File: src/rtl/serial_subtractor.sv
// serial_subtractor
//   Digit-serial subtractor: Difference = InputA - InputB - InputBorrow,
//   processed DIGIT bits per clock, LSB first, over N = WIDTH/DIGIT cycles.
//   The results are registered and change only on the completion edge.
//
// Ports
//   Clock         rising-edge clock
//   nReset        asynchronous active-low reset
//   Start         request, sampled only while not in RUN
//   InputA        minuend (WIDTH)
//   InputB        subtrahend (WIDTH)
//   InputBorrow   borrow-in
//   Difference    registered result (WIDTH)
//   OutputBorrow  registered borrow-out (unsigned A < B + InputBorrow)
//   Overflow      registered two's-complement overflow
//   Busy          high while in RUN
//   Done          one-cycle completion pulse
//
// state | meaning
// IDLE  | waiting for Start, last result held on outputs
// RUN   | one digit subtracted per edge, N edges total
// DONE  | single-cycle completion; Start here chains straight into RUN

module serial_subtractor #(
  parameter int WIDTH = 8,
  parameter int DIGIT = 1
) (
  input  logic             Clock,
  input  logic             nReset,
  input  logic             Start,
  input  logic [WIDTH-1:0] InputA,
  input  logic [WIDTH-1:0] InputB,
  input  logic             InputBorrow,
  output logic [WIDTH-1:0] Difference,
  output logic             OutputBorrow,
  output logic             Overflow,
  output logic             Busy,
  output logic             Done
);

  if ((WIDTH % DIGIT) != 0) begin : gDigitCheck
    $error("serial_subtractor: DIGIT must divide WIDTH");
  end

  localparam int N     = WIDTH / DIGIT;
  localparam int CNT_W = (N > 1) ? $clog2(N) : 1;
  localparam logic [CNT_W-1:0] LAST_CNT = CNT_W'(N - 1);

  typedef enum logic [1:0] {
    IDLE = 2'd0,
    RUN  = 2'd1,
    DONE = 2'd2
  } stateType;

  stateType state;
  stateType nextState;

  logic [WIDTH-1:0] opA;
  logic [WIDTH-1:0] opB;
  logic [WIDTH-1:0] resultReg;
  logic             borrowReg;
  logic [CNT_W-1:0] digitCnt;
  logic             signA;
  logic             signB;

  logic [DIGIT:0]   digitDiff;
  logic [WIDTH-1:0] nextResult;
  logic             lastDigit;
  logic             acceptStart;

  // Operands are zero-extended by one bit, so the top bit of the
  // difference is set exactly when the digit subtraction goes negative,
  // i.e. it is the borrow out of this digit.
  assign digitDiff = {1'b0, opA[DIGIT-1:0]} - {1'b0, opB[DIGIT-1:0]}
                   - {{DIGIT{1'b0}}, borrowReg};

  // New digit enters from the top; the whole register moves down by DIGIT.
  assign nextResult  = WIDTH'({digitDiff[DIGIT-1:0], resultReg} >> DIGIT);
  assign lastDigit   = (digitCnt == LAST_CNT);
  assign acceptStart = Start && ((state == IDLE) || (state == DONE));

  always_ff @(posedge Clock or negedge nReset) begin
    if (!nReset) begin
      state <= IDLE;
    end else begin
      state <= nextState;
    end
  end

  always_comb begin
    nextState = state;
    Busy      = 1'b0;
    Done      = 1'b0;
    case (state)
      IDLE: begin
        if (Start) nextState = RUN;
      end
      RUN: begin
        Busy = 1'b1;
        if (lastDigit) nextState = DONE;
      end
      DONE: begin
        Done      = 1'b1;
        nextState = Start ? RUN : IDLE;
      end
      default: nextState = IDLE;
    endcase
  end

  always_ff @(posedge Clock or negedge nReset) begin
    if (!nReset) begin
      opA          <= '0;
      opB          <= '0;
      resultReg    <= '0;
      borrowReg    <= 1'b0;
      digitCnt     <= '0;
      signA        <= 1'b0;
      signB        <= 1'b0;
      Difference   <= '0;
      OutputBorrow <= 1'b0;
      Overflow     <= 1'b0;
    end else if (acceptStart) begin
      opA       <= InputA;
      opB       <= InputB;
      borrowReg <= InputBorrow;
      resultReg <= '0;
      digitCnt  <= '0;
      // Sign bits are kept aside because the operand registers shift away.
      signA     <= InputA[WIDTH-1];
      signB     <= InputB[WIDTH-1];
    end else if (state == RUN) begin
      opA       <= opA >> DIGIT;
      opB       <= opB >> DIGIT;
      borrowReg <= digitDiff[DIGIT];
      resultReg <= nextResult;
      digitCnt  <= digitCnt + 1'b1;
      if (lastDigit) begin
        Difference   <= nextResult;
        OutputBorrow <= digitDiff[DIGIT];
        Overflow     <= (signA != signB) && (nextResult[WIDTH-1] != signA);
      end
    end
  end

endmodule

File: config.mk
export PLATFORM = sky130hd
export DESIGN_NAME = serial_subtractor
export DESIGN_NICKNAME = d
export VERILOG_FILES = /design/src/rtl/serial_subtractor.sv
export SDC_FILE = /design/constraint.sdc
export NUM_CORES = 1
export LEC_CHECK = 0
export CORE_MARGIN = 10
export CORE_UTILIZATION = 60
export DETAILED_ROUTE_END_ITERATION = 10
export DONT_BUFFER_PORTS = 1
export PLACE_DENSITY = 0.76
export SYNTH_ARGS = -nofsm -noshare
export SYNTH_HDL_FRONTEND = slang
export SYNTH_SLANG_ARGS = --single-unit
File: constraint.sdc
create_clock -name Clock -period 2.35 [get_ports Clock]
set_clock_uncertainty 0.2 [all_clocks]
set_input_delay 0.3525 -clock Clock [delete_from_list [all_inputs] [get_ports Clock]]
set_output_delay 0.3525 -clock Clock [all_outputs]
set_load 0.005 [all_outputs]
Word level (Yosys, flattened, before mapping) --
Cells that the tools add are included.
Word-level totals: flip-flop bits (word level) 42, bits in latches 0, bits in writable memories 0, ROM bits 0, input port bits 20, output and inout bits 12, memories kept 0
Cells by class: add/subtract/negate cells 3, multipliers 0, divide/modulo/power cells 0, magnitude comparators 0, equality and inequality tests 7, shift operators 0, mux-type cells 16, bitwise gates (word level) 1, reductions and logical operators 7
Operators by type and width (count):
- 8-bit two-way mux | 6
- 3-bit two-way mux | 2
- 2-bit case mux with 3 select lines | 1
- 1-bit two-way mux | 5
- 2-bit two-way mux | 2
- 2-bit inequality test, second input constant | 2
- 3-bit by 1-bit adder with 3-bit output, second input constant | 1
- 3-bit == test, second input constant | 1
- 3-bit AND reduction | 1
- 2-bit by 1-bit == test with 1-bit output, second input constant | 1
- 2-bit == test, second input constant | 1
- 1-bit logical AND | 2
- 2-bit logical NOT | 1
- 1-bit inequality test | 2
- 2-bit AND reduction | 1
- 2-bit nonzero test | 1
- 1-bit by 1-bit subtractor with 2-bit output | 1
- 2-bit by 1-bit subtractor with 2-bit output | 1
- 1-bit logical OR | 1
- 1-bit NOT | 1

Depth between registers and ports, before layout --
Gate-level depths: netlist of the first run.
word-level depth 5, mapped depth 6, gate-level depth less buffers 5

Least setup slack after synthesis of the first run --
No wires, ideal clock.
path type register to register, from reg digitCnt[0], to reg Difference[0], library setup time 125 ps, arrival 1427 ps, setup slack 598 ps, cell stages (with the launch flop) 6, buffers on the path 1, clock period less this slack 1752 ps, path through dfrtp_1 ha_1 ha_1 nand3b_1 buf_2 mux2_2
On the way: cells in the longest elaborated chain, start to end 2
RTL lines:
- start, declared | RTL line 62 | logic [CNT_W-1:0] digitCnt;
- start signal, assigned | RTL line 136 | digitCnt <= digitCnt + 1'b1;
- 3-bit == test | RTL line 79 | assign lastDigit = (digitCnt == LAST_CNT);
- 3-bit AND reduction (no line)
- end signal, assigned | RTL line 138 | Difference <= nextResult;
- end, declared | RTL line 34 | output logic [WIDTH-1:0] Difference,
Every way passes these cells. A chain may end at the register's enable or synchronous reset.

Worst setup path in the final report of the first run --
from reg digitCnt[0], to reg Difference[3]
Same word-level chain as after synthesis.

==> run_results.csv, run 1 <==
group,metric,value,unit
sta,fmax,505.3,MHz
worst_setup_path,cp_common_cell,"ha_1",
detailed_routing,wl_met1,1.598,mm
placement,hpwl,2.294,mm
worst_setup_path,critPathCaptureType,"flip-flop",
worst_setup_path,crit_fanout,13,
final_layout,mostFrequentLayoutCell,"dfrtp_1",
sta,rsz0062_at_grt,"false",
detailed_routing,drt-initial-drc-count,101,
sta,hold_viol,0,
yosys,ys_seq_area_frac,0.5990,
detailed_routing,ant_nets,0,
detailed_routing,viasPerCell,5.841,
detailed_routing,vias,1174,
floorplan,die_w,73.43,um
final_layout,fillers,203,
clocking,post-cts-setup-buffers,0,
clocking,hold_buffers,19,
worst_setup_path,critPathArrivalTime,2.01,ns
yosys,synth-adder-area-share,0.02630,
floorplan,core_area,2734,um2
yosys,synth_warnings,0,
yosys,synth_seq_cells,41,
yosys,synth_top_family_by_area,"simple AND/OR/NAND/NOR gates",
pwr,ir_drop,852.8,uV
job,max_cap_violations,0,
pwr,power.leakage,0.0009128,uW
worst_setup_path,slowest_stage,"nand3b_1",
clocking,root_buffer,"clkbuf_4",
yosys,synth_xor_area_frac,0,
placement,place.port_buffers,0,
detailed_routing,drc_errors,0,
floorplan,start_util,0.6265,
yosys,synthesis.area,1713,um2
worst_setup_path,cp.required,2.38,ns
final_layout,diodes,0,
pwr,p_per_area,1319,nW/um2
grt,grt_max_degree,42,
worst_setup_path,crit_type,"flip-flop to flip-flop",
grt,grt.overflow.total,0,
worst_setup_path,start_kind,"flip-flop",
grt,antenna_found_initial,0,
floorplan,pin_count,32,
yosys,netlist_instances,152,
clocking,ctsResizeCount,0,
sta,finalCritPeriodShare,0.8421,
final_layout,synthToLayoutAreaGrowth,13.73,%
yosys,synth_nets,175,
clocking,insertion_delay,0.35,ns
floorplan,row_count,19,
yosys,synth_compound_area_frac,0.1322,
grt,grt_pass1_vias,1245,
yosys,yosysUniqueCellTypes,24,
sta,drv_slew,0,
detailed_routing,wl_met3,238,um
sta,setup_viol,0,
sta,setup-tns-final,0,ns
sta,timing.hold.ws,0.2303,ns
floorplan,die_h,73.43,um
final_layout,final_cell_mix,"41 x dfrtp_1, 31 x nand2_1, 18 x dlygate4sd3_1",
floorplan,die_area,5392,um2
grt,grtUsageTotal,0.1474,
detailed_routing,routed.top_layer,"met4",
clocking,clkTransAtPathRegs,0.11,ns
clocking,cts.path.max_buffers,2,
sta,period_needed,1.979,ns
final_layout,layout-drive-gt1-share,0.1118,
worst_setup_path,reg2reg_slack,0.37,ns
run_status,status,"finished, final reports clean",
worst_setup_path,path_cells,"ha_1 > ha_1 > nand3b_1 > mux2_2",
detailed_routing,dr.pass1.iters,4,
detailed_routing,met2_length,1.727,mm
clocking,ctsHtreeMaxLevel,2,
sta,relSlewSlack,0.3641,
yosys,avgSynthCellArea,11.27,um2
detailed_routing,wirelength,3.638,mm
worst_hold_path,min_path_type,"input port to flip-flop",
clocking,cts_tree,"yes",
clocking,cts_buffers,5,
detailed_routing,wl_per_cell,18.10,um
placement,place_congestion,0.7580,
clocking,cts.sinks,41,
sta,tightest_slew,0.9538,ns
final_layout,nets,193,
yosys,yosys-mux-area-fraction,0.05259,
grt,grt_pass1_wl,6.141,mm
yosys,synth_simple_gate_area_frac,0.1366,
worst_setup_path,critical-path-max-stage-delay,0.45,ns
final_layout,finalCoreUtilization,0.7126,
## logic make-up after synthesis
logic type,count (synthesis)
muxes,8
DFF,41
adders and majority gates,3
and+or+nand+nor,55
AOI/OAI and AO/OA,31
buffers and inverters,14
## power breakdown
| group | switching (uW) | total, uW | internal, uW |
|---|---|---|---|
| logic | 513 | 947 | 435 |
| clock network | 212 | 353 | 141 |
| registers | 228 | 1270 | 1040 |
## final cells by class
type / instances / area [um2] / area share
Timing Repair Buffer: 21 / 215.2 / 0.1105
Clock buffer: 7 / 55.05 / 0.02826
Multi-Input combinational cell: 97 / 595.6 / 0.3057
Tap cell: 31 / 38.79 / 0.01991
Inverter: 4 / 17.52 / 0.008992
Sequential cell: 41 / 1026 / 0.5267
## flip-flops by register name, summed over array words and instances (netlist names)
name / flops
Difference: 8
state: 2
Overflow: 1
resultReg: 7
opB: 8
borrowReg: 1
opA: 8
OutputBorrow: 1
signB: 1
signA: 1
digitCnt: 3
## worst max-delay path: cells and delay by family (launching register included)
| family | cells | cell delay (ns) |
|---|---|---|
| fa+ha+maj | 2 | 0.39 |
| flops | 1 | 0.42 |
| mux | 1 | 0.41 |
| simple gates | 1 | 0.45 |
## synthesized netlist by cell type
master,count,share of area
inv_1,3,0.0066
a31oi_1,10,0.037
o21ai_0,4,0.012
nand2b_1,2,0.0073
mux2_2,8,0.053
nand2_1,31,0.068
nor3_1,1,0.0029
dfrtp_1,41,0.60
a22oi_1,3,0.013
a21oi_1,1,0.0029
a22o_1,11,0.056
buf_4,2,0.0088
nor2b_1,2,0.0073
nand3b_1,1,0.0044
buf_2,5,0.015
ha_1,2,0.015
inv_4,1,0.0037
buf_6,3,0.020
nor2_1,12,0.026
a221o_1,2,0.012
nand3_1,4,0.012
fa_1,1,0.012
and3b_1,1,0.0051
nor2_2,1,0.0037
## final timing paths
check,start,end,depth (start not counted)
max in group asynchronous,nReset,state[1]$_DFFE_PN0P_,2
worst max-delay path,digitCnt[0]$_DFFE_PN0P_,Difference[3]$_DFFE_PN0P_,4
worst min-delay path,Start,signB$_DFFE_PN0P_,4
worst max register to register,digitCnt[0]$_DFFE_PN0P_,Difference[3]$_DFFE_PN0P_,4
worst min register to register,opA[1]$_DFFE_PN0P_,opA[1]$_DFFE_PN0P_,2
min in group asynchronous,nReset,Difference[0]$_DFFE_PN0P_,2
## routing by layer
metal  GRT usage  vias to the layer above
met5           0                        -
met4     0.07039                        0
met3     0.05518                        8
met2      0.2159                       30
met1      0.1879                      578
li1            -                      558
## stage by stage
| step | power [uW] | worst slack [ns] | instances | cell area, um2 |
|---|---|---|---|---|
| 3_5_place_dp | 2176 | 0.3794 | 175 | 1693 |
| 6_report | 2569 | 0.3710 | 201 | 1948 |
| 4_1_cts | 2576 | 0.3582 | 201 | 1948 |
| 5_1_grt | 2789 | 0.2724 | 201 | 1948 |
| 3_3_place_gp | 2109 | 0.4714 | 175 | 1693 |
| 2_1_floorplan | 2017 | 0.5980 | 152 | 1713 |
No activity file was read; power rests on OpenSTA's default activity.
==> run 2: changes to the inputs <==
--- a/config.mk
+++ b/config.mk
@@ -6,10 +6,10 @@
 export NUM_CORES = 1
 export LEC_CHECK = 0
 export CORE_MARGIN = 10
-export CORE_UTILIZATION = 60
+export CORE_UTILIZATION = 55
 export DETAILED_ROUTE_END_ITERATION = 10
 export DONT_BUFFER_PORTS = 1
-export PLACE_DENSITY = 0.76
+export PLACE_DENSITY = 0.73
 export SYNTH_ARGS = -nofsm -noshare
 export SYNTH_HDL_FRONTEND = slang
 export SYNTH_SLANG_ARGS = --single-unit
==> constraint.sdc (replaced) <==
create_clock -name Clock -period 1.6 [get_ports Clock]
set_clock_uncertainty 0.2 [all_clocks]
set_input_delay 0.24 -clock Clock [delete_from_list [all_inputs] [get_ports Clock]]
set_output_delay 0.24 -clock Clock [all_outputs]
set_load 0.005 [all_outputs]
==> run_results.csv, run 2 (synthesis results as in run 1) <==
group,metric,value,unit
run_status,status,"complete, but fails checks",
run_status,violations,"negative setup slack",
sta,relSlewSlack,0.7987,
floorplan,row_count,20,
floorplan,core_area,3028,um2
clocking,cts_tree,"yes",
floorplan,die_h,75.81,um
final_layout,nets,205,
grt,grt_pass1_wl,5.927,mm
clocking,clkTransAtPathRegs,0.12,ns
grt,antenna_found_initial,0,
sta,setup_viol,8,
final_layout,layout-drive-gt1-share,0.2077,
final_layout,diodes,0,
sta,fmax,605.7,MHz
placement,place_congestion,0.7392,
detailed_routing,dr.pass1.iters,4,
grt,grt_max_degree,42,
pwr,power.leakage,0.001031,uW
detailed_routing,wirelength,3.793,mm
sta,drv_slew,0,
final_layout,final_cell_mix,"40 x dfrtp_1, 31 x nand2_1, 18 x dlygate4sd3_1",
clocking,insertion_delay,0.34,ns
worst_setup_path,slowest_stage,"dfrtp_1",
final_layout,mostFrequentLayoutCell,"dfrtp_1",
placement,place.port_buffers,0,
sta,setup_ws,-0.05090,ns
worst_setup_path,crit_type,"flip-flop to flip-flop",
sta,hold_viol,0,
sta,finalCritPeriodShare,1.032,
clocking,cts_buffers,5,
worst_setup_path,crit_family,"flip-flops",
detailed_routing,wl_per_cell,16.71,um
worst_setup_path,critical-path-max-stage-delay,0.41,ns
pwr,ir_drop,1170,uV
grt,grt.overflow.total,0,
clocking,cts.path.max_buffers,2,
worst_setup_path,critPathArrivalTime,1.69,ns
worst_setup_path,path_cells,"ha_2 > ha_2 > nand3b_1 > buf_12 > mux2_2",
clocking,root_buffer,"clkbuf_4",
final_layout,reg_top3,"Difference (8), opA (8), opB (8)",
floorplan,die_area,5746,um2
sta,rsz0062_at_grt,"true",
pwr,fin_total_pwr,4414,uW
clocking,cts.sinks,41,
job,max_cap_violations,0,
sta,period_needed,1.651,ns
floorplan,die_w,75.81,um
sta,tightest_slew,0.3012,ns
detailed_routing,vias,1244,
pwr,p_per_area,2016,nW/um2
worst_hold_path,min_path_type,"input port to flip-flop",
floorplan,pin_count,32,
worst_setup_path,critPathCaptureType,"flip-flop",
floorplan,start_util,0.5657,
detailed_routing,ant_nets,0,
clocking,ctsHtreeMaxLevel,2,
final_layout,seqCellArea,1027,um2
detailed_routing,drc_errors,0,
worst_setup_path,cp.required,1.64,ns
grt,grt_pass1_vias,1250,
final_layout,synthToLayoutAreaGrowth,27.83,%
detailed_routing,viasPerCell,5.480,
placement,pre_cts_slack,-0.05350,ns
worst_setup_path,crit_fanout,10,
final_layout,fillers,204,
worst_setup_path,crit_buf_inv,1,
worst_setup_path,cp_common_cell,"ha_2",
placement,hpwl,2.310,mm
grt,grtUsageTotal,0.1361,
final_layout,multiInputGateArea,634.4,um2
worst_setup_path,start_kind,"flip-flop",
detailed_routing,drt-initial-drc-count,75,
[run 2: path summary, 6_finish.rpt]
check                                              from                         to  slack (ns)  cells past startpoint
max in group asynchronous                        nReset       state[0]$_DFFE_PN0P_        0.85                      2
worst min register to register       opB[1]$_DFFE_PN0P_         opB[1]$_DFFE_PN0P_        0.31                      2
min in group asynchronous                        nReset  Difference[3]$_DFFE_PN0P_        0.13                      2
worst max-delay path            digitCnt[1]$_DFFE_PN0P_  Difference[4]$_DFFE_PN0P_       -0.05                      5
worst min-delay path                              Start       state[0]$_DFFE_PN0P_        0.08                      3
worst max register to register  digitCnt[1]$_DFFE_PN0P_  Difference[4]$_DFFE_PN0P_       -0.05                      5
[run 2: per-stage QoR]
stage	instances	instance area, um2	hold slack (ns)	util	setup TNS [ns]
after floorplan	152	1743	-0.2556	-	-0.1783
after global placement	195	1823	-0.2543	0.6021	-0.06390
after detailed placement	195	1823	-0.2542	0.6021	-0.2974
after CTS	224	2135	0.06773	0.7050	-0.2913
after global routing	227	2190	0.07223	0.7231	-0.7967
final	227	2190	0.07743	0.7231	-0.2518
[run 2: tightest hold or removal path: cells and delay by family]
family          cells  cell delay (ns)
buf+inv             1             0.17
compound gates      1             0.09
simple gates        1             0.07
[run 2: routing by layer]
metal	part of all wire	global-route usage	vias up
met3	0.067	0.05469	8
met5	0	0	-
met2	0.53	0.2264	36
li1	-	-	585
met4	0.018	0.04948	0
met1	0.39	0.1540	615
[run 2: layout make-up]
class | count | area share
inverters | 4 | 0.009143
clock buffers | 7 | 0.02514
flip-flops and latches | 41 | 0.4691
well taps | 44 | 0.02514
multi-input cells | 97 | 0.2897
clock inverters | 1 | 0.01371
repair buffers | 33 | 0.1680
[run 2: where the power goes]
part | total, uW | switching (uW) | internal [uW]
sequential | 1870 | 340 | 1530
clock | 696 | 323 | 373
combinational | 1850 | 831 | 1020
[run 2: what timing repair did]
item | CTS | global route
setup endpoints to repair | 12 | 18
hold endpoints to repair | 60 | 0
pin swaps | 2 | 1
buffers inserted | 2 | 2
hold buffers | 19 | 0
gates cloned | 0 | 1
resized for setup | 5 | 5
==> run 3: changes to the inputs <==
--- a/config.mk
+++ b/config.mk
@@ -9,7 +9,7 @@
 export CORE_UTILIZATION = 55
 export DETAILED_ROUTE_END_ITERATION = 10
 export DONT_BUFFER_PORTS = 1
-export PLACE_DENSITY = 0.73
+export PLACE_DENSITY = 0.78
 export SYNTH_ARGS = -nofsm -noshare
 export SYNTH_HDL_FRONTEND = slang
 export SYNTH_SLANG_ARGS = --single-unit
==> run_results.csv, run 3 (synthesis results as in run 1) <==
group,metric,value,unit
sta,setup_ws,-0.06420,ns
final_layout,final_cell_mix,"40 x dfrtp_1, 31 x nand2_1, 18 x dlygate4sd3_1",
detailed_routing,dr.pass1.iters,4,
sta,relSlewSlack,0.6651,
sta,tightest_slew,0.5019,ns
grt,grt.overflow.total,0,
clocking,clkTransAtPathRegs,0.12,ns
placement,placed_cell_area,1798,um2
worst_setup_path,reg2reg_slack,-0.06,ns
clocking,cts_tree,"yes",
worst_setup_path,crit_family,"adder cells",
detailed_routing,wirelength,3.899,mm
pwr,internal-power,2674,uW
worst_setup_path,path_cells,"fa_1 > buf_4 > mux2_4",
worst_hold_path,min_path_type,"input port to flip-flop",
worst_setup_path,critPathArrivalTime,1.70,ns
worst_hold_path,min_path_cells,3,
pwr,clkPwrFrac,0.115,
worst_setup_path,crit_type,"flip-flop to flip-flop",
pwr,power.leakage,0.001027,uW
final_layout,layout-drive-gt1-share,0.2204,
placement,place_congestion,0.7411,
worst_setup_path,critical-path-max-stage-delay,0.53,ns
clocking,ctsHtreeMaxLevel,2,
pwr,combPwrFrac,0.433,
final_layout,synthToLayoutAreaGrowth,25.57,%
detailed_routing,drt-initial-drc-count,59,
floorplan,row_count,20,
clocking,cts.path.max_buffers,2,
placement,place.port_buffers,0,
floorplan,die_area,5746,um2
sta,finalCritPeriodShare,1.040,
worst_setup_path,slowest_stage,"fa_1",
floorplan,die_h,75.81,um
sta,fmax,600.9,MHz
final_layout,diodes,0,
worst_hold_path,hold-path-endpoint,"state[0]$_DFFE_PN0P_",
sta,period_needed,1.664,ns
worst_hold_path,min_from,"Start",
detailed_routing,vias,1263,
worst_setup_path,critPathCaptureType,"flip-flop",
detailed_routing,ant_nets,0,
floorplan,die_w,75.81,um
worst_setup_path,crit_buf_inv,1,
final_layout,reg_top3,"Difference (8), opA (8), opB (8)",
grt,antenna_found_initial,0,
detailed_routing,drc_errors,0,
run_status,violations,"negative setup slack",
grt,grt_max_degree,42,
worst_setup_path,worstRegToRegCells,3,
final_layout,fillers,230,
placement,pre_cts_slack,-0.04648,ns
pwr,fin_total_pwr,4190,uW
sta,hold_viol,0,
final_layout,nets,208,
pwr,p_per_area,1948,nW/um2
placement,hpwl,2.394,mm
worst_setup_path,r2r-end,"Difference[7]$_DFFE_PN0P_",
floorplan,pin_count,32,
worst_setup_path,r2r-start,"opA[0]$_DFFE_PN0P_",
grt,grt_pass1_vias,1297,
grt,grt_pass1_wl,6.203,mm
clocking,root_buffer,"clkbuf_4",
clocking,insertion_delay,0.34,ns
final_layout,mostFrequentLayoutCell,"dfrtp_1",
worst_setup_path,start_kind,"flip-flop",
sta,setup_viol,9,
floorplan,core_area,3028,um2
worst_setup_path,cp.required,1.64,ns
final_layout,finalInstanceArea,2151,um2
grt,grtUsageTotal,0.1448,
pwr,ir_drop,941.9,uV
worst_setup_path,crit_fanout,4,
sta,setup-tns-final,-0.3293,ns
sta,drv_slew,0,
final_layout,finalCoreUtilization,0.7103,
detailed_routing,viasPerCell,5.491,
pwr,p_sw,1516,uW
pwr,seq_power_share,0.452,
clocking,cts.sinks,41,
floorplan,start_util,0.5657,
sta,rsz0062_at_grt,"true",
job,max_cap_violations,0,
clocking,cts_buffers,5,
detailed_routing,wl_per_cell,16.95,um
pwr,p_sw_frac,0.3618,
run_status,status,"complete, but fails checks",
==> run 3: stage by stage <==
step / std cells / hold slack (ns)
floorplan: 152 / -0.2556
global placement: 195 / -0.2541
detailed placement: 195 / -0.2544
CTS: 226 / 0.04936
global route: 230 / 0.05099
finish: 230 / 0.05467
==> run 3: final cells by class <==
cell class	instances	area, um2	area share
clock inverters	2	10.01	0.004654
inverters	4	17.52	0.008144
well taps	44	55.05	0.02560
clock buffers	6	41.29	0.01920
multi-input cells	97	648.1	0.3013
repair buffers	36	351.6	0.1635
flip-flops and latches	41	1027	0.4776
==> run 3: timing repair <==
action	4_1_cts	5_1_grt
pin swaps	2	3
setup buffers	4	4
cloned	0	0
hold buffers	19	0
hold endpoints to repair	60	0
resized for setup	4	8
setup endpoints to repair	17	26
==> run 3: tightest hold or removal path, cell delays in order <==
cell	delay [ns]
nand2b_1	0.07
buf_12	0.17
o21ai_0	0.07
==> run 3: metal layers <==
metal | part of all wire | up-vias | GRT usage
li1 | - | 589 | -
met1 | 0.39 | 623 | 0.1532
met2 | 0.52 | 47 | 0.2472
met3 | 0.081 | 4 | 0.06641
met4 | 0.011 | 0 | 0.05361
met5 | 0 | - | 0
==> run 3: how the worst max path moves through the flow <==
stage	depth (start not counted)	slack (ns)	start	to
after floorplan	5	-0.04	digitCnt[0]$_DFFE_PN0P_	Difference[0]$_DFFE_PN0P_
final	3	-0.06	opA[0]$_DFFE_PN0P_	Difference[7]$_DFFE_PN0P_
after detailed placement	5	-0.05	digitCnt[1]$_DFFE_PN0P_	Difference[3]$_DFFE_PN0P_
after CTS	5	-0.04	digitCnt[1]$_DFFE_PN0P_	Difference[5]$_DFFE_PN0P_
after global placement	5	-0.001	digitCnt[1]$_DFFE_PN0P_	Difference[7]$_DFFE_PN0P_
after global routing	4	-0.11	opA[0]$_DFFE_PN0P_	Overflow$_DFFE_PN0P_
==> run 3: power by group through the flow <==
stage | registers, uW | logic, uW | clock network [uW]
after floorplan | 1780 | 1250 | 0
after global placement | 1870 | 1400 | 0
after detailed placement | 1900 | 1470 | 0
after CTS | 1880 | 1640 | 500
after global routing | 1960 | 1980 | 560
final | 1900 | 1810 | 482
